--- src/rtl/fir4_out_fmt_if.sv ---
// Output-side bus of the FIR formatter: the raw FIR sum going in, and the
// buffered, formatted sample stream coming out.
//
// Handshake: y_valid/y_ready. An entry moves to the consumer exactly at a
// rising clk edge where y_valid and y_ready are both high. y_valid depends
// only on FIFO occupancy, never on y_ready. While y_valid is high and no
// transfer happens, y and y_sat hold. y_ready is ignored while y_valid is low.
interface fir4_out_fmt_if #(
  parameter int w     = 16,
  parameter int DEPTH = 4
);
  logic [w+1:0]            s;
  logic [w-1:0]            y;
  logic                    y_sat;
  logic                    y_valid;
  logic                    y_ready;
  logic [$clog2(DEPTH):0]  level;
  logic                    overflow;

  // Producer/consumer side (drives the sum and the accept).
  modport master (
    output s,
    output y_ready,
    input  y,
    input  y_sat,
    input  y_valid,
    input  level,
    input  overflow
  );

  // Formatter side.
  modport slave (
    input  s,
    input  y_ready,
    output y,
    output y_sat,
    output y_valid,
    output level,
    output overflow
  );
endinterface

--- src/rtl/fir4_out_fmt.sv ---
// FIR output formatter: rounds and shifts the w+2 bit FIR sum down to w bits
// with saturation, discards the first WARM samples after reset while the
// filter taps fill, and buffers results in a small FIFO for the consumer.
// DEPTH must be a power of two (>= 2) so the pointers wrap naturally.
module fir4_out_fmt #(
  parameter int w     = 16,
  parameter int SH    = 2,
  parameter int DEPTH = 4,
  parameter int WARM  = 5
) (
  input  logic          clk,
  input  logic          reset,
  fir4_out_fmt_if.slave bus
);

  localparam int AW = (DEPTH > 1) ? $clog2(DEPTH) : 1;
  localparam int WW = (WARM > 0) ? $clog2(WARM + 1) : 1;
  localparam int SW = w + 3;
  // Half an output LSB for round-half-up; zero when there is no shift.
  localparam logic [SW-1:0] RND  = SW'((1 << SH) >> 1);
  localparam logic [SW-1:0] YMAX = {3'b000, {w{1'b1}}};

  logic [SW-1:0] sum;
  logic [SW-1:0] r;
  logic [w-1:0]  fmt_y;
  logic          fmt_sat;

  logic [WW-1:0] warm_cnt;
  logic          warm_done;

  logic [w-1:0]  mem_y   [DEPTH];
  logic          mem_sat [DEPTH];
  logic [AW-1:0] rd_ptr;
  logic [AW-1:0] wr_ptr;
  logic [AW:0]   level_q;
  logic          overflow_q;

  logic          empty;
  logic          full;
  logic          push_req;
  logic          pop;
  logic          push;
  logic          drop;

  // Round, shift and saturate the incoming sum at full width.
  always_comb begin
    sum     = {1'b0, bus.s} + RND;
    r       = sum >> SH;
    fmt_sat = (r > YMAX);
    fmt_y   = fmt_sat ? {w{1'b1}} : r[w-1:0];
  end

  assign warm_done = (warm_cnt == WW'(WARM));

  // Count reset-free edges until the warm-up window has passed, then park.
  always_ff @(posedge clk) begin
    if (reset) begin
      warm_cnt <= '0;
    end else if (!warm_done) begin
      warm_cnt <= warm_cnt + 1'b1;
    end
  end

  // A full FIFO still accepts a sample when the head leaves on the same edge.
  always_comb begin
    empty    = (level_q == '0);
    full     = (level_q == (AW+1)'(DEPTH));
    push_req = warm_done;
    pop      = !empty && bus.y_ready;
    push     = push_req && (!full || pop);
    drop     = push_req && full && !pop;
  end

  // FIFO storage, pointers, occupancy and the sticky drop flag.
  always_ff @(posedge clk) begin
    if (reset) begin
      for (int i = 0; i < DEPTH; i++) begin
        mem_y[i]   <= '0;
        mem_sat[i] <= 1'b0;
      end
      rd_ptr     <= '0;
      wr_ptr     <= '0;
      level_q    <= '0;
      overflow_q <= 1'b0;
    end else begin
      if (push) begin
        mem_y[wr_ptr]   <= fmt_y;
        mem_sat[wr_ptr] <= fmt_sat;
        wr_ptr          <= wr_ptr + 1'b1;
      end
      if (pop) begin
        rd_ptr <= rd_ptr + 1'b1;
      end
      if (push && !pop) begin
        level_q <= level_q + 1'b1;
      end else if (pop && !push) begin
        level_q <= level_q - 1'b1;
      end
      if (drop) begin
        overflow_q <= 1'b1;
      end
    end
  end

  assign bus.y        = mem_y[rd_ptr];
  assign bus.y_sat    = mem_sat[rd_ptr];
  assign bus.y_valid  = !empty;
  assign bus.level    = level_q;
  assign bus.overflow = overflow_q;

endmodule

--- src/flat_wrapper.sv ---
// flat-port wrapper written by rule: the top's interface ports become plain ports
module fir4_out_fmt_flat 
#(
  parameter int w     = 16,
  parameter int SH    = 2,
  parameter int DEPTH = 4,
  parameter int WARM  = 5
)
  (clk, reset, bus_s, bus_y_ready, bus_y, bus_y_sat, bus_y_valid, bus_level, bus_overflow);
  fir4_out_fmt_if #(.w(w), .DEPTH(DEPTH)) bus_i ();
  input  logic clk;
  input  logic reset;
  input wire logic [$bits(bus_i.s)-1:0] bus_s;
  input wire logic [$bits(bus_i.y_ready)-1:0] bus_y_ready;
  output wire logic [$bits(bus_i.y)-1:0] bus_y;
  output wire logic [$bits(bus_i.y_sat)-1:0] bus_y_sat;
  output wire logic [$bits(bus_i.y_valid)-1:0] bus_y_valid;
  output wire logic [$bits(bus_i.level)-1:0] bus_level;
  output wire logic [$bits(bus_i.overflow)-1:0] bus_overflow;
  assign bus_i.s = bus_s;
  assign bus_i.y_ready = bus_y_ready;
  assign bus_y = bus_i.y;
  assign bus_y_sat = bus_i.y_sat;
  assign bus_y_valid = bus_i.y_valid;
  assign bus_level = bus_i.level;
  assign bus_overflow = bus_i.overflow;
  fir4_out_fmt #(.w(w), .SH(SH), .DEPTH(DEPTH), .WARM(WARM)) u_core (.clk(clk), .reset(reset), .bus(bus_i));
endmodule
--- config.mk ---
export PLATFORM = sky130hd
export DESIGN_NAME = fir4_out_fmt_flat
export DESIGN_NICKNAME = d
export VERILOG_FILES = /design/src/rtl/fir4_out_fmt_if.sv /design/src/rtl/fir4_out_fmt.sv /design/src/flat_wrapper.sv
export SDC_FILE = /design/constraint.sdc
export NUM_CORES = 1
export LEC_CHECK = 0
export CAP_MARGIN = 30
export CORE_MARGIN = 4
export CORE_UTILIZATION = 50
export CTS_CLUSTER_DIAMETER = 40
export DETAILED_ROUTE_END_ITERATION = 16
export PLACE_DENSITY = 0.74
export SYNTH_ARGS = -nofsm -noshare
export SYNTH_HDL_FRONTEND = slang
export SYNTH_SLANG_ARGS = --single-unit
--- constraint.sdc ---
create_clock -name clk -period 3.3 [get_ports clk]
set_input_delay 0.66 -clock clk [delete_from_list [all_inputs] [get_ports clk]]
set_output_delay 0.66 -clock clk [all_outputs]
set_load 0.01 [all_outputs]
Word-level counts from Yosys, hierarchy flattened:

Memories as Yosys holds them, arrays and structs flattened. A register that Yosys moved wholly into a read port is not among the register bits.
Cells that the tools add are included.

* memories kept: 2
* logic and storage cells: 49
* bits in writable memories: 68
* register bits after elaboration: 11
* input bits: 21

Memories
* u_core.mem_y: words 4, bits a word 16, read ports 1, clocked after memory_dff 1, write ports 4, RTL line fir4_out_fmt.sv:31 `logic [w-1:0] mem_y [DEPTH];`
* u_core.mem_sat: words 4, bits a word 1, read ports 1, clocked after memory_dff 1, write ports 4, RTL line fir4_out_fmt.sv:32 `logic mem_sat [DEPTH];`

* reductions and logical operators: 15
* equal/unequal tests: 2
* add/sub/neg operators: 6
* multiplexer cells: 18
* $lt $le $gt $ge: 1

Operators with widths (count)
* $mux W16: 2
* $add A18 B2 Y19 const B: 1
* $gt A17 B16 Y1 const B: 1
* $reduce_or A16 Y1: 1
* $mux W2: 6
* $mux W1: 8
* $add A3 B1 Y3 const B: 2
* $eq A3 B3 Y1 const B: 2
* $logic_and A1 B1 Y1: 6
* $mux W3: 2
* $add A2 B1 Y2 const B: 2
* $logic_not A1 Y1: 4
* $logic_not A3 Y1: 1
* $sub A3 B1 Y3 const B: 1
* $reduce_bool A2 Y1: 1
* $logic_or A1 B1 Y1: 1
* $reduce_or A1 Y1: 1

Longest topological paths before layout:

Gate-level depths: netlist (run 1).

* word-level depth: 10
* depth in mapped cells: 10
* depth with buffers taken out: 10

Worst setup path before layout (run 1):

No wires, ideal clock.

* path kind: input to register
* from: input port reset
* to: memory u_core.mem_sat[2], enable pin
* buffers on the path: 3
* stages: 6
* setup time: 376 ps
* slack: 676 ps
* arrival time: 2248 ps
* cells stage by stage: clkbuf_1 -> or3_4 -> buf_6 -> or3b_1 -> buf_6 -> nand2b_1

RTL lines
* from (decl): RTL line flat_wrapper.sv:12 `input logic reset;`
* to (decl): RTL line fir4_out_fmt.sv:32

==> results of run 1 <==
==> logic make-up (layout without fill, tap and decap cells) <==
logic type,Yosys count,count (layout),synth area share [%]
and+or+nand+nor,134,134,17.6
adders and majority gates,5,5,1.81
buffers and inverters,20,79,3.16
muxes,23,23,11.4
AOI/OAI and AO/OA,27,27,4.29
DFF,81,81,59.4
xor gates and xnor gates,10,10,2.26
==> per-layer routing <==
layer	vias up	GRT usage, %	part of all wire [%]
met2	65	35.9	55
met5	-	0	0
met1	1259	23.1	39
met4	0	9.00	2.0
li1	1232	-	-
met3	13	3.13	4.5
==> worst max-delay path: cells and delay by family, from the launching register on <==
family | cells | cell delay [ns]
buffers and inverters | 2 | 0.73
flip-flops | 1 | 0.62
multiplexers | 1 | 0.54
==> flip-flops by register name, summed over array words and instances (netlist names), named ones only <==
signal and cells:
u_core.mem_y 64, u_core.mem_sat 4, u_core.bus.level 3, u_core.warm_cnt 3, u_core.rd_ptr 2, u_core.wr_ptr 2
u_core.bus.overflow 1
==> cell usage in the layout, fill, tap and decap left out, types with 6 or more instances in the layout <==
cell type	Yosys	routed
sky130_fd_sc_hd__a21oi_1	9	9
sky130_fd_sc_hd__buf_4	0	17
sky130_fd_sc_hd__clkbuf_8	0	10
sky130_fd_sc_hd__clkdlybuf4s50_1	0	41
sky130_fd_sc_hd__dfxtp_1	13	13
sky130_fd_sc_hd__edfxtp_1	68	68
sky130_fd_sc_hd__mux2i_1	6	6
sky130_fd_sc_hd__mux4_2	17	17
sky130_fd_sc_hd__nand2_1	7	7
sky130_fd_sc_hd__nand3_1	8	8
sky130_fd_sc_hd__nand4_1	8	8
sky130_fd_sc_hd__nor2_1	67	67
sky130_fd_sc_hd__nor2_2	6	6
sky130_fd_sc_hd__nor3_1	10	10
sky130_fd_sc_hd__nor4_1	7	7
sky130_fd_sc_hd__o21ai_0	7	7
==> final timing paths <==
kind,from,slack (ns),cells after the start,end
hold reg to reg,u_core.bus.overflow,0.49,2,u_core.bus.overflow
setup / recovery,register,0.40,3,bus_y[9]
hold / removal,u_core.bus.overflow,0.49,2,u_core.bus.overflow
setup reg to reg,u_core.warm_cnt[0],1.00,6,u_core.mem_y[1][3]
==> final cells by class <==
class                           instances  area share [%]
Sequential cell                        81            49.2
Multi-Input combinational cell        199            31.0
Timing Repair Buffer                   59            11.9
Clock buffer                           14            4.63
Tap cell                               99            2.65
Inverter                                4           0.321
Clock inverter                          2           0.294
==> power by group through the flow <==
stage                     Clock (mW)  Sequential [mW]  Combinational (mW)
after global routing           0.844             1.23               0.652
final                          0.782             1.22               0.599
after global placement             0             1.24               0.598
after floorplan                    0             1.23               0.344
after detailed placement           0             1.25               0.606
after CTS                      0.797             1.22               0.610
==> per-stage QoR <==
stage          area [µm²]  setup WS (ns)  hold WS, ns
2_1_floorplan        3870          0.676        0.485
3_3_place_gp         4450          0.443        0.468
3_5_place_dp         4450          0.426        0.461
4_1_cts              4680          0.366        0.488
5_1_grt              4680          0.295        0.549
6_report             4680          0.404        0.490
==> results.json, run 1 <==
{
  "cts_max_path_buffers": 2,
  "synthCells": 300,
  "power.switching_fraction_pct": 25.5,
  "post_synth_num_cell_types": 41,
  "instances_no_fill": 458,
  "setup-tns-final_ns": 0,
  "layout.area.seq_um2": 2300,
  "critPathCaptureType": "output pin",
  "critical_path_slowest_stage_cell": "sky130_fd_sc_hd__dfxtp_1",
  "grt_pass1_wl_mm": 13.5,
  "tightest_slew_ns": 0.600,
  "timing.critical_path.from_type": "register",
  "routedWlPerCell_um": 17.7,
  "postSynth.asyncResetShare_pct": 0,
  "finalHoldViolCount": 0,
  "yosys.area.top_type_share_pct": 52.7,
  "chipHeight_um": 96.0,
  "antenna_found_initial": 0,
  "combPwrFrac_pct": 23.0,
  "antenna_cells_inserted": 0,
  "setup.worst_path.class": "reg -> out",
  "tritoncts_clock_tree": "done",
  "rsz0062_at_grt": "false",
  "pin_count_of_the_biggest_net_entering_global_routing": 21,
  "total_setup_violations_reported_at_the_end_of_the_flow": 0,
  "core-area_um2": 7410,
  "critical_path.cell_chain": "buf_12 > mux4_2 > clkdlybuf4s50_1",
  "hp-class": "reg -> reg",
  "dieWidth_um": 96.0,
  "area_growth_syn_to_layout_pct": 20.8,
  "wirelength_mm": 8.12,
  "boundaryPins": 43,
  "status": "complete, no violations",
  "commonest_cells_in_the_netlist": "sky130_fd_sc_hd__edfxtp_1, sky130_fd_sc_hd__nor2_1, sky130_fd_sc_hd__mux4_2",
  "synth.cell_area_um2": 3870,
  "grt_util_all_layers_pct": 19.9,
  "cts.sink_count": 81,
  "synth-seq-area-share_pct": 59.4,
  "arrival_ns": 2.24,
  "numCtsBuffers": 9,
  "power.total_mw": 2.60,
  "ctsHoldBuffers": 0,
  "synth_flop_cell": "sky130_fd_sc_hd__edfxtp_1",
  "timing.critical_path.required_ns": 2.64,
  "nNetsFinal": 380,
  "critPathMaxStageDelay_ns": 0.62,
  "globalRoute.totalOverflow": 0,
  "post_route_drc_violation_count": 0,
  "slew_headroom_pct": 59.6,
  "synth.largest_area_cell": "sky130_fd_sc_hd__edfxtp_1",
  "synth.area.top_cells": "sky130_fd_sc_hd__edfxtp_1, sky130_fd_sc_hd__mux4_2, sky130_fd_sc_hd__dfxtp_1, sky130_fd_sc_hd__nor2_1, sky130_fd_sc_hd__mux2i_1",
  "postCtsResizedCells": 0,
  "vias": 2569,
  "final.fill_count": 591,
  "clkSlewWorstSetupHoldPaths_ns": 0.08,
  "internal-power_mw": 1.94,
  "number_of_enable_type_register_cells_in_the_synthesized_netlist": 68,
  "route.detailed.vias_per_inst": 5.61,
  "drive_gt1_share_pct": 18.4,
  "max_cap_violations": 0,
  "final_antenna_net_count": 0,
  "first_global_vias": 2670,
  "cts_max_level": 3,
  "numPortBuffers": 41,
  "gp_congestion": 0.917,
  "fraction_of_the_cycle_the_final_worst_path_needs_pct": 87.7,
  "clk_latency_ns": 0.35,
  "multi_input_area_um2": 1450,
  "start_util_pct": 52.3,
  "p_sw_uw": 664,
  "power.sequential.fraction_pct": 46.9,
  "final_max_slew_viol_count": 0,
  "fp-row-count": 31,
  "synth_area_per_cell_um2": 12.9,
  "yosysMostFrequentCell": "sky130_fd_sc_hd__edfxtp_1",
  "utilization_pct": 63.2,
  "cts_post_setup_buffers_inserted": 0,
  "clkPwrFrac_pct": 30.1,
  "synth-seq-cells": 81,
  "layout_min_cycle_time_ns": 2.90,
  "irDropWorstVdd_mv": 0.340,
  "max_fclk_mhz": 345,
  "fin_worst_skew_ns": 0.00965,
  "place_hpwl_mm": 5.85,
  "drt_iter0_markers": 204,
  "root_buffer": "sky130_fd_sc_hd__clkbuf_8",
  "leakage_component_of_the_power_nw": 1.64,
  "ys_warn_count": 0,
  "worstPathMaxFanout": 12,
  "die_area_um2": 9220,
  "place_inst": 442,
  "drt_first_pass_iters": 4,
  "power.density_cell_area_nw_per_um2": 556,
  "syn-num-nets": 326
}
Power figures use the tool's default switching activity.
==> run 2, diff against run 1 <==
--- a/config.mk
+++ b/config.mk
@@ -6,6 +6,7 @@
 export NUM_CORES = 1
 export LEC_CHECK = 0
 export CAP_MARGIN = 30
+export CORE_ASPECT_RATIO = 0.9
 export CORE_MARGIN = 4
 export CORE_UTILIZATION = 50
 export CTS_CLUSTER_DIAMETER = 40
==> run 2 against run 1 <==
Effect of this change:
- wire length shrank 1.5%
- via count is 1.5% lower
- flip-flop and latch count did not move
- worst setup slack better by 0.15 ns
- critical endpoint unchanged
- largest power group unchanged
==> results.json, run 2 (synthesis gave the netlist of run 1 again) <==
{
  "route.detailed.vias_per_inst": 5.56,
  "nNetsFinal": 380,
  "numCtsBuffers": 9,
  "place_inst": 439,
  "whs_path_cells": 2,
  "clkSlewWorstSetupHoldPaths_ns": 0.08,
  "boundaryPins": 43,
  "leakage_component_of_the_power_nw": 1.61,
  "p_sw_uw": 659,
  "layout_min_cycle_time_ns": 2.75,
  "irDropWorstVdd_mv": 0.292,
  "max_fclk_mhz": 364,
  "hp-class": "reg -> reg",
  "finalHoldViolCount": 0,
  "clkPwrFrac_pct": 27.7,
  "slew_headroom_pct": 54.4,
  "place_hpwl_mm": 5.64,
  "timing.critical_path.required_ns": 2.64,
  "post_route_drc_violation_count": 0,
  "layout_common_cells": "sky130_fd_sc_hd__edfxtp_1, sky130_fd_sc_hd__nor2_1, sky130_fd_sc_hd__clkdlybuf4s50_1",
  "postCtsResizedCells": 0,
  "final_antenna_net_count": 0,
  "wirelength_mm": 8.00,
  "dpl-instance-area_um2": 4430,
  "power.total_mw": 2.50,
  "number_of_flip_flops_under_the_largest_register_name": 64,
  "drive_gt1_share_pct": 17.8,
  "design_area_um2": 4620,
  "final_common_cell": "sky130_fd_sc_hd__edfxtp_1",
  "cts_post_setup_buffers_inserted": 0,
  "top_register": "u_core.mem_y",
  "instances_no_fill": 455,
  "clk_latency_ns": 0.36,
  "cts_max_path_buffers": 2,
  "fin_worst_skew_ns": 0.00442,
  "tightest_slew_ns": 0.680,
  "fraction_of_the_cycle_the_final_worst_path_needs_pct": 83.3,
  "fp-row-count": 30,
  "drt_first_pass_iters": 4,
  "antenna_found_initial": 0,
  "layout.area.seq_um2": 2300,
  "multi_input_area_um2": 1450,
  "timing.critical_path.from_type": "register",
  "setup-tns-final_ns": 0,
  "internal-power_mw": 1.84,
  "r2r.worst_path.cells": 9,
  "area_growth_syn_to_layout_pct": 19.2,
  "largest_registers": "u_core.mem_y x64, u_core.mem_sat x4",
  "root_buffer": "sky130_fd_sc_hd__clkbuf_8",
  "drt_iter0_markers": 220,
  "globalRoute.totalOverflow": 0,
  "pin_count_of_the_biggest_net_entering_global_routing": 21,
  "tritoncts_clock_tree": "done",
  "vias": 2531,
  "final_max_slew_viol_count": 0,
  "dpl_worst_slack_ns": 0.384,
  "cts.sink_count": 81,
  "final_worst_setup_slack_ns": 0.551,
  "final.fill_count": 616,
  "dieWidth_um": 101,
  "rsz0062_at_grt": "false",
  "routedWlPerCell_um": 17.6,
  "first_global_vias": 2602,
  "die_area_um2": 9220,
  "start_util_pct": 51.4,
  "critPathCaptureType": "output pin",
  "arrival_ns": 2.09,
  "grt_pass1_wl_mm": 12.9,
  "cts_max_level": 3,
  "gp_congestion": 0.922,
  "ctsHoldBuffers": 0,
  "total_setup_violations_reported_at_the_end_of_the_flow": 0,
  "worstPathMaxFanout": 17,
  "power.sequential.fraction_pct": 48.2,
  "power.switching_fraction_pct": 26.4,
  "grt_util_all_layers_pct": 18.6,
  "numPortBuffers": 41,
  "combPwrFrac_pct": 24.1,
  "core-area_um2": 7540,
  "antenna_cells_inserted": 0,
  "status": "complete, no violations",
  "setup.worst_path.class": "reg -> out",
  "power.density_cell_area_nw_per_um2": 541,
  "max_cap_violations": 0,
  "chipHeight_um": 91.5
}
## run 2: cell types whose count changed in the layout (fill, tap and decap cells not counted), sizes merged
cell,previous run,this run
clkinvlp,0,1
clkinv,2,4
clkbuf,14,10
bufinv,0,1
## run 2: layout make-up
| type | count | area share [%] |
|---|---|---|
| tap | 96 | 2.60 |
| clock buffer | 10 | 2.76 |
| multi-input combinational | 199 | 31.4 |
| sequential | 81 | 49.8 |
| timing repair buffer | 59 | 11.8 |
| clock inverter | 6 | 1.27 |
| inverter | 4 | 0.325 |
## run 2: metrics by stage
stage	hold WS, ns	util (%)
after floorplan	0.485	-
after global placement	0.468	58.8
after detailed placement	0.472	58.8
after CTS	0.496	61.2
after global routing	0.555	61.2
final	0.494	61.2
## run 2: per-layer routing
metal	routed length [µm]	global-route usage (%)	vias up	part of all wire (%)
met5	0	0	-	0
met4	187	8.87	0	2.3
met3	442	3.92	14	5.5
met2	4100	31.3	69	51
met1	3270	22.6	1223	41
li1	-	-	1225	-
## run 2: power by group through the flow
stage,Clock (mW),Sequential (mW),Combinational [mW]
final,0.693,1.20,0.601
after global routing,0.750,1.21,0.649
after CTS,0.710,1.20,0.613
after detailed placement,0,1.23,0.609
after global placement,0,1.23,0.601
after floorplan,0,1.23,0.344
## run 2: final timing paths
path	start	endpoint	slack, ns
min reg2reg	u_core.bus.overflow	u_core.bus.overflow	0.49
max	register	bus_y[9]	0.55
min	u_core.bus.overflow	u_core.bus.overflow	0.49
max reg2reg	u_core.warm_cnt[0]	u_core.bus.level[2]	1.03
## run 2: critical path: stages (launching register included)
cell                              delay (ns)
sky130_fd_sc_hd__dfxtp_1                0.31
sky130_fd_sc_hd__buf_4                  0.33
sky130_fd_sc_hd__mux4_2                 0.58
sky130_fd_sc_hd__clkdlybuf4s50_1        0.50
==> run 3, diff against run 2 <==
==> constraint.sdc (replaced) <==
create_clock -name clk -period 2.6 [get_ports clk]
set_input_delay 0.52 -clock clk [delete_from_list [all_inputs] [get_ports clk]]
set_output_delay 0.52 -clock clk [all_outputs]
set_load 0.01 [all_outputs]
==> run 3 against run 2 <==
Effect of this change:
- global-route usage rose by 1.1 points
- count of clock-buffer cells in the layout is 1 lower
- sequential power up 28%
- critical path depth unchanged
- worst setup slack lost 0.45 ns
- utilization is 2.8 points higher
- cell count increased by 4.6%
- combinational power up 33%
- hold slack improved by 0.0052 ns
- first-iteration DRC count shrank 28%
==> results.json, run 3 (synthesis gave the netlist of run 1 again) <==
{
  "numPortBuffers": 41,
  "place_inst": 460,
  "chipHeight_um": 91.5,
  "layout_min_cycle_time_ns": 2.49,
  "largest_registers": "u_core.mem_y x64, u_core.mem_sat x4",
  "dieWidth_um": 101,
  "first_global_vias": 2802,
  "final_max_slew_viol_count": 0,
  "globalRoute.totalOverflow": 0,
  "power.switching_fraction_pct": 25.9,
  "antenna_cells_inserted": 0,
  "dpl_worst_slack_ns": -0.0189,
  "combPwrFrac_pct": 24.0,
  "gp_congestion": 0.864,
  "top_register": "u_core.mem_y",
  "rsz0062_at_grt": "false",
  "clkSlewWorstSetupHoldPaths_ns": 0.09,
  "setup.worst_path.class": "reg -> out",
  "timing.critical_path.required_ns": 2.08,
  "cts.sink_count": 81,
  "fp-row-count": 30,
  "core-area_um2": 7540,
  "slew_headroom_pct": 60.1,
  "critPathCaptureType": "output pin",
  "wirelength_mm": 8.37,
  "grtUsageMet3_pct": 4.61,
  "tritoncts_clock_tree": "done",
  "nNetsFinal": 401,
  "hp-class": "reg -> reg",
  "status": "complete, no violations",
  "finalHoldViolCount": 0,
  "number_of_flip_flops_under_the_largest_register_name": 64,
  "leakage_component_of_the_power_nw": 1.73,
  "final_antenna_net_count": 0,
  "drt_first_pass_iters": 4,
  "antenna_found_initial": 0,
  "p_sw_uw": 864,
  "ctsHoldBuffers": 0,
  "irDropWorstVdd_mv": 0.387,
  "power.density_cell_area_nw_per_um2": 690,
  "fin_worst_skew_ns": 0.00910,
  "place_hpwl_mm": 5.87,
  "clkPwrFrac_pct": 30.1,
  "grt_util_all_layers_pct": 19.7,
  "worstPathMaxFanout": 17,
  "clk_latency_ns": 0.35,
  "post_route_drc_violation_count": 0,
  "area_growth_syn_to_layout_pct": 24.7,
  "start_util_pct": 51.4,
  "cts_max_path_buffers": 2,
  "grt_pass1_wl_mm": 13.9,
  "boundaryPins": 43,
  "grtUsageMet2_pct": 34.3,
  "instances_no_fill": 476,
  "vias": 2665,
  "layout_common_cells": "sky130_fd_sc_hd__edfxtp_1, sky130_fd_sc_hd__nor2_1, sky130_fd_sc_hd__clkdlybuf4s50_1",
  "drt_iter0_markers": 159,
  "internal-power_mw": 2.47,
  "total_setup_violations_reported_at_the_end_of_the_flow": 0,
  "route.detailed.vias_per_inst": 5.60,
  "numCtsBuffers": 9,
  "fraction_of_the_cycle_the_final_worst_path_needs_pct": 95.9,
  "power.sequential.fraction_pct": 45.9,
  "grt_util_met1_pct": 23.6,
  "max_cap_violations": 0,
  "final_worst_setup_slack_ns": 0.106,
  "cts_max_level": 3,
  "root_buffer": "sky130_fd_sc_hd__clkbuf_8",
  "cts_post_setup_buffers_inserted": 0,
  "busiest_layer": "met2",
  "timing.critical_path.from_type": "register",
  "final_common_cell": "sky130_fd_sc_hd__edfxtp_1",
  "arrival_ns": 1.97,
  "routedWlPerCell_um": 17.6,
  "pin_count_of_the_biggest_net_entering_global_routing": 18,
  "postCtsResizedCells": 0,
  "max_fclk_mhz": 401,
  "tightest_slew_ns": 0.592,
  "die_area_um2": 9220,
  "drive_gt1_share_pct": 22.9
}
run 3: cell types whose count changed in the layout (fill, tap and decap cells not counted):
cell,delta
sky130_fd_sc_hd__buf_4,+19
sky130_fd_sc_hd__buf_12,+2
sky130_fd_sc_hd__bufinv_16,+1
sky130_fd_sc_hd__clkbuf_1,-1
sky130_fd_sc_hd__clkinv_1,-1
sky130_fd_sc_hd__inv_6,+1
run 3: final timing paths:
check	startpoint	end	slack (ns)	depth (start not counted)
worst max-delay path	register	bus_y[9]	0.11	3
worst min-delay path	u_core.bus.overflow	u_core.bus.overflow	0.50	2
worst max register to register	u_core.bus.level[0]	u_core.bus.level[2]	0.38	8
worst min register to register	u_core.bus.overflow	u_core.bus.overflow	0.50	2
run 3: layout make-up:
type	instances	area (µm²)
clock inverters	7	93.8
fillers	582	2710
inverters	4	15.0
repair buffers	80	728
well taps	96	120
flip-flops and latches	81	2300
multi-input cells	199	1450
clock buffers	9	124
run 3: per-stage QoR:
| stage | TNS (ns) | power (mW) | utilization [%] | area [µm²] | hold slack [ns] |
|---|---|---|---|---|---|
| final | 0 | 3.34 | 64.1 | 4830 | 0.499 |
| after global routing | 0 | 3.48 | 64.1 | 4830 | 0.548 |
| after CTS | 0 | 3.36 | 64.1 | 4830 | 0.509 |
| after detailed placement | -0.0189 | 2.37 | 61.2 | 4620 | 0.480 |
| after global placement | 0 | 2.36 | 61.2 | 4620 | 0.468 |
| after floorplan | 0 | 1.99 | - | 3870 | 0.485 |
run 3: metal layers:
metal | vias to the layer above | part of all wire [%]
li1 | 1270 | -
met1 | 1306 | 39
met2 | 77 | 53
met3 | 12 | 5.6
met4 | 0 | 1.6
met5 | - | 0
run 3: power groups by stage:
stage               clock network, mW  registers [mW]  logic [mW]
global route                     1.06            1.54       0.876
global placement                    0            1.56       0.803
detailed placement                  0            1.56       0.812
CTS                              1.01            1.53       0.815
finish                           1.00            1.53       0.802
floorplan                           0            1.56       0.436
run 3: critical path, stage by stage, from the launching register on:
cell and delay (ns):
sky130_fd_sc_hd__dfxtp_1 0.36, sky130_fd_sc_hd__buf_12 0.20, sky130_fd_sc_hd__mux4_2 0.56, sky130_fd_sc_hd__clkdlybuf4s50_1 0.51
